==> src/rtl/pc_fetch_ctrl.sv <==
// Fetch controller: owns the architectural PC, selects next-PC, runs a
// single-outstanding imem request/response handshake and presents IR to decode.
module pc_fetch_ctrl #(
  parameter logic [31:0] RESET_VECTOR = 32'h0000_0000
) (
  input  logic        CLK,
  input  logic        RST,
  input  logic        PC_REDIRECT,
  input  logic [2:0]  PC_SOURCE,
  input  logic [31:0] JALR,
  input  logic [31:0] BRANCH,
  input  logic [31:0] JAL,
  input  logic [31:0] MTVEC,
  input  logic [31:0] MEPC,
  output logic        IMEM_REQ,
  output logic [31:0] IMEM_ADDR,
  input  logic        IMEM_READY,
  input  logic        IMEM_RVALID,
  input  logic [31:0] IMEM_RDATA,
  output logic        IR_VALID,
  input  logic        IR_READY,
  output logic [31:0] IR,
  output logic [31:0] IR_PC,
  output logic [31:0] PC,
  output logic        TARGET_MISALIGN
);

  localparam logic [1:0] S_IDLE = 2'd0;
  localparam logic [1:0] S_REQ  = 2'd1;
  localparam logic [1:0] S_WAIT = 2'd2;
  localparam logic [1:0] S_HOLD = 2'd3;

  logic [1:0]  state;
  logic [31:0] pc;
  logic [31:0] pc_plus4;
  logic [31:0] target;
  logic [31:0] ir;
  logic [31:0] ir_pc;
  logic        ir_valid;
  logic        kill;
  logic        misalign;
  logic        misaligned;
  logic        take;

  always_comb begin
    pc_plus4 = pc + 32'd4;
    target   = pc_plus4;
    case (PC_SOURCE)
      3'd1:    target = JALR;
      3'd2:    target = BRANCH;
      3'd3:    target = JAL;
      3'd4:    target = MTVEC;
      3'd5:    target = MEPC;
      default: target = pc_plus4;
    endcase
    // jalr targets arrive with bit0 already cleared, so only bit1 can be bad
    misaligned = (PC_SOURCE == 3'd1) ? target[1] : (target[1:0] != 2'b00);
    take       = PC_REDIRECT & ~misaligned;
  end

  always_ff @(posedge CLK) begin
    if (RST) begin
      state    <= S_IDLE;
      pc       <= RESET_VECTOR;
      ir       <= '0;
      ir_pc    <= '0;
      ir_valid <= 1'b0;
      kill     <= 1'b0;
      misalign <= 1'b0;
    end else begin
      misalign <= PC_REDIRECT & misaligned;
      case (state)
        S_IDLE: begin
          if (take) pc <= target;
          state <= S_REQ;
        end
        S_REQ: begin
          if (take) pc <= target;
          if (IMEM_READY) begin
            // a fetch accepted on the redirect edge is already stale
            kill  <= take;
            state <= S_WAIT;
          end
        end
        S_WAIT: begin
          if (take) begin
            pc <= target;
            if (IMEM_RVALID) begin
              kill  <= 1'b0;
              state <= S_REQ;
            end else begin
              kill <= 1'b1;
            end
          end else if (IMEM_RVALID) begin
            if (kill) begin
              kill  <= 1'b0;
              state <= S_REQ;
            end else begin
              ir       <= IMEM_RDATA;
              ir_pc    <= pc;
              ir_valid <= 1'b1;
              state    <= S_HOLD;
            end
          end
        end
        S_HOLD: begin
          if (take) begin
            pc       <= target;
            ir_valid <= 1'b0;
            state    <= S_REQ;
          end else if (IR_READY) begin
            pc       <= pc_plus4;
            ir_valid <= 1'b0;
            state    <= S_REQ;
          end
        end
        default: state <= S_IDLE;
      endcase
    end
  end

  assign IMEM_REQ        = (state == S_REQ);
  assign IMEM_ADDR       = pc;
  assign IR_VALID        = ir_valid;
  assign IR              = ir;
  assign IR_PC           = ir_pc;
  assign PC              = pc;
  assign TARGET_MISALIGN = misalign;

endmodule

==> config.mk <==
export PLATFORM = sky130hd
export DESIGN_NAME = pc_fetch_ctrl
export DESIGN_NICKNAME = d
export VERILOG_FILES = /design/src/rtl/pc_fetch_ctrl.sv
export SDC_FILE = /design/constraint.sdc
export NUM_CORES = 1
export LEC_CHECK = 0
export CAP_MARGIN = 20
export CORE_MARGIN = 1.5
export CORE_UTILIZATION = 36
export CTS_BUF_LIST = sky130_fd_sc_hd__clkbuf_4 sky130_fd_sc_hd__clkbuf_8
export CTS_CLUSTER_DIAMETER = 80
export DETAILED_ROUTE_END_ITERATION = 10
export HOLD_SLACK_MARGIN = 0.15
export PLACE_DENSITY = 0.75
export SLEW_MARGIN = 40
export SYNTH_ARGS = -nofsm -noshare
export SYNTH_HDL_FRONTEND = slang
export SYNTH_SLANG_ARGS = --single-unit
==> constraint.sdc <==
create_clock -name CLK -period 2.5 [get_ports CLK]
set_input_delay 0.625 -clock CLK [delete_from_list [all_inputs] [get_ports CLK]]
set_output_delay 0.625 -clock CLK [all_outputs]
set_load 0.01 [all_outputs]
# Word-level counts from Yosys, hierarchy flattened
# Cells that the tools add are included.
# classes
n_addsub	1
eq_ne	15
n_bitwise	5
muxes	25
reduce_logical	10
# op_table
cell	n
32-bit case mux with 5 select lines	1
32-bit two-way mux	3
32-bit case mux with 2 select lines	1
32-bit by 3-bit adder with 32-bit output (second input constant)	1
2-bit two-way mux	7
1-bit two-way mux	10
2-bit case mux with 4 select lines	1
3-bit by 2-bit == test with 1-bit output (second input constant)	2
3-bit == test (second input constant)	2
2-bit != test (second input constant)	3
3-bit != test (second input constant)	2
3-bit AND reduction	2
2-bit nonzero test	3
5-bit AND reduction	1
2-bit == test (second input constant)	2
2-bit by 1-bit != test with 1-bit output (second input constant)	2
1-bit case mux with 2 select lines	2
4-bit AND reduction	1
3-bit by 1-bit == test with 1-bit output (second input constant)	1
1-bit NOT	3
3-bit OR reduction	1
1-bit AND	2
2-bit by 1-bit == test with 1-bit output (second input constant)	1
2-bit zero test	1
2-bit AND reduction	1
# totals
in_bits	201
reg_bits	101
word_cells	63

# Logic depth before layout (Yosys ltp)
# logic_depth
ltp_word	8
ltp_mapped	11

# Worst setup path after synthesis
# No wires, ideal clock.
# synth_path
path_kind	input port to flip-flop
from	input port PC_SOURCE[2]
to	register pc[23] (netlist: IMEM_ADDR[23])
stages	11
setup_slack_ns	-0.127
arrival_ns	2.491
path_buffers	4
required_ns	2.364
cell_sequence	buf_4 > nor2b_1 > buf_2 > a22o_1 > a22o_1 > a211o_1 > and2_1 > buf_2 > buf_4 > a41oi_1 > o32ai_1
# synth_via
elab_chain_len	8
word_cells_on_any_way	16
classes_between	eq/ne: 7; mux: 5; bitwise: 2; reduce/logical: 2
# synth_lines
item	line	text
start: declaration	9	input logic [2:0] PC_SOURCE,
3-bit == test, or another cell as far along	48	case (PC_SOURCE)
32-bit case mux with 5 select lines	48	
2-bit nonzero test	57	misaligned = (PC_SOURCE == 3'd1) ? target[1] : (target[1:0] != 2'b00);
1-bit two-way mux	57	
1-bit NOT	58	take = PC_REDIRECT & ~misaligned;
1-bit AND	58	
3-bit != test (no source line), or another cell as far along	-	
2-bit AND reduction (no source line) or 32-bit case mux with 2 select lines (tied branches)	-	
end signal: assignment	74	if (take) pc <= target;
end signal: assignment	78	if (take) pc <= target;
end signal: assignment	87	pc <= target;
end: declaration	34	logic [31:0] pc;
# Parallel ways exist; a longest one is shown, timed or not. The select of a mux whose other input is x is not followed.
# A chain may end at the register's enable or synchronous reset.

# Worst setup path in the final report
# layout_path
from	input port BRANCH[1]
to	register ir_pc[30] (netlist: IR_PC[30])
# layout_via
elab_chain_len	7
# layout_lines
item	line	text
start: declaration	11	input logic [31:0] BRANCH,
32-bit case mux with 5 select lines (*)	48	
2-bit nonzero test	57	
1-bit two-way mux (*)	57	
1-bit NOT (*)	58	
1-bit AND (*)	58	
1-bit NOT (no source line) (*)	-	
4-bit AND reduction (no source line) (*)	-	
end signal: assignment	100	ir_pc <= pc;
end: declaration	38	logic [31:0] ir_pc;
# Every way passes the cells marked *; elsewhere a longest branch is shown, timed or not.

==> flow_summary.toml <==
[run_status]
outcome = "complete, but fails checks"
violations = "setup timing"

[floorplanning]
die_h_um = 133
die-area_um2 = 17700
core_area_um2 = 16500
row_count = 47
initial_core_util_pct = 36.8
io_pins = 332
die_w_um = 133

[global_routing]
grt_antenna_before_repair = 2
grt_pass1_wl_um = 36200
grt_use_total_pct = 25.7
overflow = 0
first_global_vias = 6796
grt_max_degree = 52

[sta]
tightestPinTransition_ps = 538
slew_headroom_pct = 64.1
fin_ws_ps = -0.166
period_share_pct = 100
slew_violations = 0
setup_tns_ps = -0.166
post-route-min-period_ps = 2500
finClkSkew_ps = 13.3
final-setup-viol-count = 1
fmax_ghz = 0.400
hold_viol = 0

[min_path]
hold_class = "reg2reg"

[route]
detail-route-antenna-nets = 0
drt_iter0_drc = 555
firstDrtPassIters = 5
drc = 0
vias = 7072
routed_via_density = 5.17
detail_route.wl_per_cell_um = 17.5
routed_wl_um = 23900

[synth]
synth-seq-cells = 101
syn_area_um2 = 6080
synth_compound_area_share_pct = 24.8
ys_warn_count = 0
synthAdderAreaFrac_pct = 1.24
muxShareOfSynthArea_pct = 10.8
synthCells = 802
avgSynthCellArea_um2 = 7.58
synth_edf_count = 0
synthDistinctLibCells = 55
synth-xor-area-share_pct = 0
synth_ff_type = "dfxtp_1"
synth_top_family_by_area = "compound AO/OA/AOI/OAI gates"
async_reset_ff_share_pct = 0
yosys.area_share.simple_pct = 19.2
syn_nets = 1009
synth_seq_area_share_pct = 33.3

[finish]
layout_commonest_cell = "clkdlybuf4s50_1"
layout.area.seq_um2 = 2020
final_area_um2 = 10300
nets = 1348
syn2layout_area_growth_pct = 69.8
fillCellCount = 1465
drive_gt1_share_pct = 12.3
multi_input_area_um2 = 3520
final_cell_mix = "clkdlybuf4s50_1 (327), nand2_1 (157), a21oi_1 (120)"

[clock_tree]
cts_num_sinks = 101
h-tree-depth = 3
clk_path_buf_depth = 2
cts_hold_buf = 0
cts_tree = "done"
numCtsBuffers = 9
insertion_delay_ps = 370
clock-root-buffer = "clkbuf_8"
clkSlewWorstSetupHoldPaths_ps = 90

[placed_design]
gp_congestion = 0.914
placed_area_um2 = 9850
port_buffers = 331
hpwlAfterDp_um = 18600

[power]
leakage_nw = 3.82
power.sequential.fraction_pct = 41.2
p_int_mw = 2.97
pwr-share-clk_pct = 26.9
power_switching_mw = 1.20
ir_drop_uv = 224
powerDensity_nw_per_um2 = 404
swShare_pct = 28.8
p_comb_share_pct = 31.9

[worst_setup_path]
cp-start-kind = "input pin"
worstPathRequired_ps = 2730
crit_type = "in2reg"
ff2ff_setup_slack_ps = 170
crit_fanout = 15
worstSetupEndpointType = "flip-flop"
worstPathArrival_ps = 2730

[flow_run]
cap_violations = 0
worst paths after layout:
| kind | cells past startpoint | start | to |
|---|---|---|---|
| max | 12 | BRANCH[1] | IR_PC[30] |
| min | 2 | IR[17] | IR[17] |
| max reg2reg | 8 | IMEM_ADDR[2] | IMEM_ADDR[26] |
| min reg2reg | 2 | IR[17] | IR[17] |
worst max-delay path, stage by stage:
cell	delay, ps
clkdlybuf4s50_1	430
o32ai_2	270
o32ai_2	140
buf_4	170
a221oi_4	280
buf_6	170
buf_6	120
nor3_4	40
buf_4	170
clkbuf_16	170
nand2_1	70
a21oi_1	60
logic make-up (layout without fill, tap and decap cells):
logic type | Yosys count | after routing
DFF | 101 | 101
and+or+nand+nor | 272 | 272
muxes | 65 | 65
buffers and inverters | 126 | 469
adders and majority gates | 6 | 6
AOI/OAI and AO/OA | 232 | 233
other | 0 | 2
flip-flops by register name, indices dropped and copies added, names as in the netlist:
register,flops
IR_VALID,1
TARGET_MISALIGN,1
IR_PC,32
IMEM_ADDR,32
state,2
IR,32
kill,1
cells in the mapped netlist, drive strengths merged, types with 3 or more instances:
library cell,count,area [µm²]
nor2,48,183
clkbuf,31,116
and2,5,31.3
o22ai,19,119
mux2i,59,591
o21ai,7,35.0
nand3,12,60.1
o32ai,20,175
a221oi,10,105
or2,3,18.8
nand2,159,597
buf,63,412
or3,4,25.0
a222oi,4,40.0
a22oi,7,52.6
dfxtp,101,2020
a22o,7,61.3
a21oi,122,611
o221ai,6,52.6
nor2b,7,43.8
a21o,4,31.3
inv,32,120
ha,6,75.1
nand4,6,37.5
nor3,10,55.1
nand2b,10,62.6
mux2,6,67.6
and3,5,31.3
a211oi,4,30.0
metal layers:
layer  track usage (%)  part of all wire [%]  vias up  wire length, µm
li1                  -                     -     3496                -
met1              32.3                    40     3192             9610
met2              45.5                    50      346            12000
met3              3.41                   6.9       38             1640
met4              8.12                   2.6        0              621
met5                 0                     0        -                0
timing repair:
item	in CTS	in global routing
setup buffers	2	5
gates cloned	2	2
pin swaps	3	6
endpoints found under the setup margin	99	97
resized for setup	5	21
final cells by class:
cell class / instances / share of cell area [%]
clock inverter: 4 / 0.534
antenna: 2 / 0.0485
inverter: 32 / 1.16
timing repair buffer: 421 / 40.2
clock buffer: 12 / 1.60
multi-input combinational: 576 / 34.1
sequential: 101 / 19.6
tap: 220 / 2.67
power by group through the flow:
| stage | registers [mW] | clock network (mW) | logic (mW) |
|---|---|---|---|
| after floorplan | 1.77 | 0 | 0.540 |
| after global placement | 1.75 | 0 | 1.25 |
| after detailed placement | 1.75 | 0 | 1.26 |
| after CTS | 1.71 | 1.15 | 1.28 |
| after global routing | 1.72 | 1.21 | 1.42 |
| final | 1.72 | 1.12 | 1.33 |
per-stage QoR:
step	hold slack, ps	std cells	utilization, %	setup WS (ps)	power, mW
6_report	455	1368	62.4	-0.166	4.17
5_1_grt	474	1368	62.4	-95.7	4.36
4_1_cts	459	1359	61.3	7.38	4.14
3_5_place_dp	445	1339	59.6	-625	3.01
3_3_place_gp	440	1339	59.6	-528	3.00
2_1_floorplan	481	802	-	-43.4	2.30
Note: power is estimated with default switching activity, not from simulation.
